===== config.mk =====
export PLATFORM = sky130hd
export DESIGN_NAME = seq_mult_rs_param
export DESIGN_NICKNAME = d
export VERILOG_FILES = /design/src/rtl/seq_mult_rs_param.sv
export SDC_FILE = /design/constraint.sdc
export NUM_CORES = 1
export LEC_CHECK = 0
export BUFFER_PORTS_ARGS = -buffer_cell sky130_fd_sc_hd__buf_2
export CORE_UTILIZATION = 29
export CTS_BUF_LIST = sky130_fd_sc_hd__clkbuf_8
export DETAILED_ROUTE_END_ITERATION = 16
export GPL_ROUTABILITY_DRIVEN = 0
export PLACE_DENSITY = 0.53
export SYNTH_ARGS = -nofsm -noshare
export SYNTH_HDL_FRONTEND = slang
export SYNTH_SLANG_ARGS = --single-unit

===== constraint.sdc =====
create_clock -name clk -period 6.03 [get_ports clk]
set_clock_uncertainty 0.1 [all_clocks]
set_input_delay 0.3015 -clock clk [delete_from_list [all_inputs] [get_ports clk]]
set_output_delay 0.3015 -clock clk [all_outputs]
set_load 0.005 [all_outputs]

===== src/rtl/seq_mult_rs_param.sv =====
// Sequential shift-add multiplier. It handles unsigned operands directly and
// signed operands with radix-2 Booth recoding.
// Accept edge -> WIDTH iteration edges -> one result edge. The result edge
// writes product and pulses done, for a latency of WIDTH+1 cycles.
module seq_mult_rs_param #(
  parameter int unsigned WIDTH = 6
) (
  input  logic                 clk,
  input  logic                 rst,
  input  logic                 start,
  input  logic                 tc,
  input  logic [WIDTH-1:0]     a,
  input  logic [WIDTH-1:0]     b,
  output logic                 busy,
  output logic                 done,
  output logic [2*WIDTH-1:0]   product
);

  localparam int unsigned PW = 2 * WIDTH;
  localparam int unsigned AW = 2 * WIDTH + 1;
  localparam int unsigned UW = WIDTH + 1;
  localparam int unsigned CW = $clog2(WIDTH + 1);

  typedef enum logic {IDLE, RUN} state_t;

  state_t         state;
  state_t         state_nxt;
  logic [AW-1:0]  acc;
  logic [AW-1:0]  acc_nxt;
  logic [WIDTH-1:0] b_q;
  logic           tc_q;
  logic           qm1;
  logic [CW-1:0]  cnt;
  logic           accept_c;
  logic           last_c;
  logic           iter_c;
  logic [UW-1:0]  upper_c;
  logic [UW-1:0]  b_ext_c;
  logic [UW-1:0]  sum_c;
  logic           do_add_c;
  logic           do_sub_c;

  // Next-state logic and control strobes
  always_comb begin
    state_nxt = state;
    accept_c  = 1'b0;
    last_c    = 1'b0;
    iter_c    = 1'b0;
    case (state)
      IDLE: begin
        if (start) begin
          accept_c  = 1'b1;
          state_nxt = RUN;
        end
      end
      RUN: begin
        if (cnt == CW'(WIDTH)) begin
          last_c    = 1'b1;
          state_nxt = IDLE;
        end else begin
          iter_c = 1'b1;
        end
      end
      default: state_nxt = IDLE;
    endcase
  end

  // One iteration: conditional add/subtract into the upper half, then shift right
  always_comb begin
    upper_c  = acc[AW-1:WIDTH];
    b_ext_c  = tc_q ? {b_q[WIDTH-1], b_q} : {1'b0, b_q};
    do_sub_c = tc_q & acc[0] & ~qm1;
    do_add_c = tc_q ? (~acc[0] & qm1) : acc[0];
    sum_c    = upper_c;
    if (do_add_c) begin
      sum_c = upper_c + b_ext_c;
    end else if (do_sub_c) begin
      sum_c = upper_c - b_ext_c;
    end
    acc_nxt = {tc_q & sum_c[WIDTH], sum_c, acc[WIDTH-1:1]};
  end

  // State register and registered status outputs
  always_ff @(posedge clk) begin
    if (!rst) begin
      state <= IDLE;
      busy  <= 1'b0;
      done  <= 1'b0;
    end else begin
      state <= state_nxt;
      busy  <= (state_nxt == RUN);
      done  <= last_c;
    end
  end

  // Operand capture, iteration datapath and result register
  always_ff @(posedge clk) begin
    if (!rst) begin
      acc     <= '0;
      b_q     <= '0;
      tc_q    <= 1'b0;
      qm1     <= 1'b0;
      cnt     <= '0;
      product <= '0;
    end else begin
      if (accept_c) begin
        acc  <= {UW'(0), a};
        b_q  <= b;
        tc_q <= tc;
        qm1  <= 1'b0;
        cnt  <= '0;
      end else if (iter_c) begin
        acc <= acc_nxt;
        qm1 <= acc[0];
        cnt <= cnt + CW'(1);
      end
      if (last_c) begin
        product <= acc[PW-1:0];
      end
    end
  end

endmodule


; Word level (Yosys, flattened, before mapping)
; Index checks and enable logic that the tools add are counted.
[classes]
shifts = 0
n_reduce_logical = 2
eq_ne = 1
n_mul = 0
bitwise = 8
magnitude_cmp = 0
muxes = 13
addsub = 3
n_div = 0
[ops]
columns = op, count
row1 = 7-bit two-way mux, 3
row2 = 6-bit two-way mux, 2
row3 = 7-bit adder, 1
row4 = 1-bit two-way mux, 7
row5 = 7-bit subtractor, 1
row6 = 1-bit AND, 4
row7 = 1-bit NOT, 4
row8 = 3-bit by 1-bit adder with 3-bit output (second input constant), 1
row9 = 3-bit == test (second input constant), 1
row10 = 1-bit case mux with 2 select lines, 1
row11 = 2-bit nonzero test, 1
row12 = 2-bit OR reduction, 1
[word_totals]
rom_bits = 0
n_memories = 0
mem_bits_rw = 0
regBits = 38
output_inout_bits = 14
latch_bits = 0
word_cells = 36

; Logic depth before layout (Yosys ltp)
[depth]
ltp_word = 6
depth_mapped = 9
mapped_depth_nobuf = 9

; Worst setup path before layout
; No wires, ideal clock.
[synth_path]
path_type = register -> register
startpoint = register acc[6]
endpoint = register acc[11]
setup_ns = 0.079
required_ns = 5.851
arrival_ns = 1.855
path_stages_with_launch = 10
path_slack_ns = 3.995
path_buffers = 0
period_less_slack_ns = 2.035
path_cell_list = dfxtp_1 > ha_1 > inv_1 > fa_1 > o21bai_2 > a2111oi_2 > a211o_1 > a21boi_2 > a221oi_2 > a211oi_2
[synth_via]
elab_chain_len = 3
elab_cells_between_ends = 4
cone_classes = add/sub (2) / mux (2)
[synth_rtl]
columns = item, line_no
row1 = "start, declared", 28  ; logic [AW-1:0] acc;
row2 = "start signal, assigned", 107  ; acc <= {UW'(0), a};
row3 = "start signal, assigned", 113  ; acc <= acc_nxt;
row4 = 7-bit subtractor, 78  ; sum_c = upper_c - b_ext_c;
row5 = 7-bit two-way mux, 77  ; end else if (do_sub_c) begin
row6 = 7-bit two-way mux (*), 75  ; if (do_add_c) begin
; Every way passes the cells marked *; elsewhere a longest branch is shown, timed or not.
; A chain may end at the register's enable or synchronous reset.

; Final worst setup path
[layout_path]
startpoint = register cnt[0]
endpoint = register acc[5]
[layout_via]
elab_chain_len = 4
[layout_rtl]
columns = item, line_no
row1 = "start, declared", 33  ; logic [CW-1:0] cnt;
row2 = "start signal, assigned", 115  ; cnt <= cnt + CW'(1);
row3 = 3-bit == test, 57  ; if (cnt == CW'(WIDTH)) begin
row4 = 1-bit two-way mux, 57
row5 = 1-bit two-way mux, 49  ; case (state)
row6 = 2-bit nonzero test (no line), n/a
; No other way between the ends.

==> impl_results.md <==
* Synth Net Count at 283
* Buffers on Ports at 29
* DRT iter0 DRCs at 53
* Fin crit period at 2.38 ns
* Synth Warn # at 0
* Avg Synthesized Cell Area at roughly 8.4 um2
* Pleak at approximately 0.96 nW
* Clock root buffer: clkbuf_8
* Ant. Diodes at 0
* Critical path startpoint category: flop
* Hold_sp: tc
* Synthesis-to-layout area growth at 15.7%
* Worst R2R Setup Slack at between 3 and 4 ns
* Post-CTS Resized at 0
* Avg WL per Cell at 12.9 um
* Worst hold stages at 3
* RSZ-0062 raised after global routing: no
* Maximum Capacitance Violations at 0
* Tightest Pin Transition at 0.802 ns
* Initial antenna violation count at 0
* Commonest non-fill, non-tap cell in the layout: nand2_1
* Die X at 87.3 um
* CP Data Arrival Time at 2.47 ns
* Number of remaining DRC errors at 0
* Most frequent cells in the layout: nand2_1, dfxtp_1, buf_2
* Post-synthesis xor/xnor area fraction at under 10%
* Placed wire-length estimate at about 3.5 mm
* Slew Limit Fails at 0
* Final Worst Setup Slack at approximately 3.7 ns
* Setup crit end kind: flop
* Clock buffer count from CTS at 5
* Adder-Cell Fraction of Synth Area at between 10% and 20%
* IO Count at 30
* Maximum clock rate at around 0.42 GHz
* Vias/cell at 4.70
* Uppermost layer routed: met4
* Non-Filler Instances at between 300 and 400
* Setup crit start: cnt[0]
* DP Worst Slack at 3.67 ns
* Worst-case clock buffer depth at 2
* Gr ovfl total at 0
* Vias in the first global route at about 1700
* Hold-fix buffers, CTS at 0
* Placed Instances at 364
* Reg2reg path depth at 8
* Critical path type: flop to flop
* HP Class: input pin to flop
* Setup tns final at 0 ns
* Share of cells above drive strength 1 at between 10% and 20%
* Max H-tree Level at 2
* Vias at around 1700
* Largest net degree at the start of global routing at 29
* Site Rows at 30
* Core area at approximately 0.0069 mm2
* Final Hold Viols at 0
* Clock Latency Late Sink at about 0.29 ns
* Largest family of logic cells by synthesized area: compound AO/OA/AOI/OAI gates
* Post-detailed-route count of antenna-violating nets at 0
* M1 WL at 2.41 mm
* TritonCTS clock tree: yes
* First-pass GRT wire length at 8.03 mm
* Pre-antenna DRT Iters at 6
* Met2 wire len at 2.11 mm
* Most used flip-flop cell after synthesis: dfxtp_1
* Post-synthesis compound-gate area fraction at between 20% and 30%
* CTS clk-pin slew, worst paths at approximately 0.08 ns
* Mux cell area share after synthesis at 1.13%
* Wire length on met3 at about 200 um
* # Post-CTS Setup Buffers at 0
* VDD IR max at 95.6 uV
* Post-synth EDFFs at 0
* R2R Path Start: cnt[0]
* CP Data Required Time at between 6 and 7 ns
* Synth Register Bits at 38
* Destination of the worst hold path: tc_q
* DIE HEIGHT at between 80 and 90 um
* Yosys cell types at 45
* Power per cell area at between 200 and 250 mW/mm2
* Synth Instances at 251
* Slew HR at between 40 and 50%
* Initial Utilization at roughly 30%
* Overall power at around 580 uW
* Total Die Area at about 0.0076 mm2
* Status: finished clean
* Routed wire length at between 4 and 5 mm
* Post-synthesis simple-gate area fraction at 17.5%
* FF-to-FF End: acc[5]
* Gr usage total at 13.7%
* Clock sink total at 38
* Endpoints failing setup at 0
* Tcrit/Tclk final at 39.5%
* Critical Path Fanout Max at 20
* Synth async-reset ratio at 0%
* Nets at 307
* Netlist Area Pre-Place at around 0.0021 mm2
* Seq/Total Area, Yosys at a little over a third
[registers in the layout (all words and copies together) (netlist names)]
| register | cells |
|---|---|
| done | 1 |
| acc | 13 |
| b_q | 6 |
| qm1 | 1 |
| product | 12 |
| tc_q | 1 |
| state | 1 |
| cnt | 3 |
[report_power, final]
group,leakage (nW),internal [mW],switching [mW]
clock,0.0573,0.132,0.0899
sequential,0.309,0.260,0.0111
combinational,0.597,0.0367,0.0498
[how the worst max path moves through the flow]
stage | to | slack, ns | cells after the start
6_report | acc[5] | 3.65 | 8
5_1_grt | acc[5] | 3.45 | 8
4_1_cts | acc[5] | 3.65 | 8
3_5_place_dp | acc[5] | 3.67 | 8
3_3_place_gp | acc[5] | 3.69 | 8
2_1_floorplan | acc[11] | 4.00 | 9
[worst max-delay path, cell delays in order, from the launching register on]
cell and delay, ns:
dfxtp_1 0.39, inv_1 0.06, ha_1 0.23, nand2_1 0.09, and2_1 0.65, nor2_1 0.31
a22oi_1 0.20, o21ai_0 0.10, and2_1 0.16
[cells by family (layout without fill, tap and decap cells)]
family          count (synthesis)  count (layout)
fa+ha+maj                      16              16
xor+xnor                       10              10
mux                             2               2
simple gates                   87              87
flops                          38              38
buf+inv                        28              52
compound gates                 70              70
[cell usage after synthesis, types with 3 or more instances]
cell / count / share of area [%]
a21boi_0: 24 / 8.5
buf_2: 4 / 0.95
a22oi_1: 7 / 2.5
clkbuf_1: 9 / 1.6
nand2_1: 58 / 10
o21ai_0: 3 / 0.71
and2_1: 3 / 0.89
nor2_1: 12 / 2.1
xor2_1: 3 / 1.2
a221oi_1: 5 / 2.1
nor2b_1: 4 / 1.2
inv_1: 15 / 2.7
a21oi_1: 9 / 2.1
a211oi_1: 5 / 1.8
dfxtp_1: 38 / 36
xnor2_1: 6 / 2.5
ha_1: 14 / 8.3
[per-layer routing]
layer / up-vias / global-route usage (%)
li1: 900 / -
met1: 801 / 18.5
met2: 32 / 21.4
met3: 10 / 3.79
met4: 0 / 4.17
met5: - / 0
[through the flow]
stage                     util (%)  hold slack [ns]  instance area, um2
final                         35.3            0.155                2440
after detailed placement      33.7            0.356                2330
after global placement        33.7            0.349                2330
after global routing          35.3            0.169                2440
after CTS                     35.3            0.144                2440
after floorplan                  -            0.346                2110
[cell type report]
class                           instances  area [um2]
Clock inverter                          1        30.0
Inverter                               15        56.3
Fill cell                             758        4470
Sequential cell                        38         761
Tap cell                               96         120
Clock buffer                            6        82.6
Timing Repair Buffer                   30         153
Multi-Input combinational cell        185        1240
Note: power is estimated with default switching activity, not from simulation.
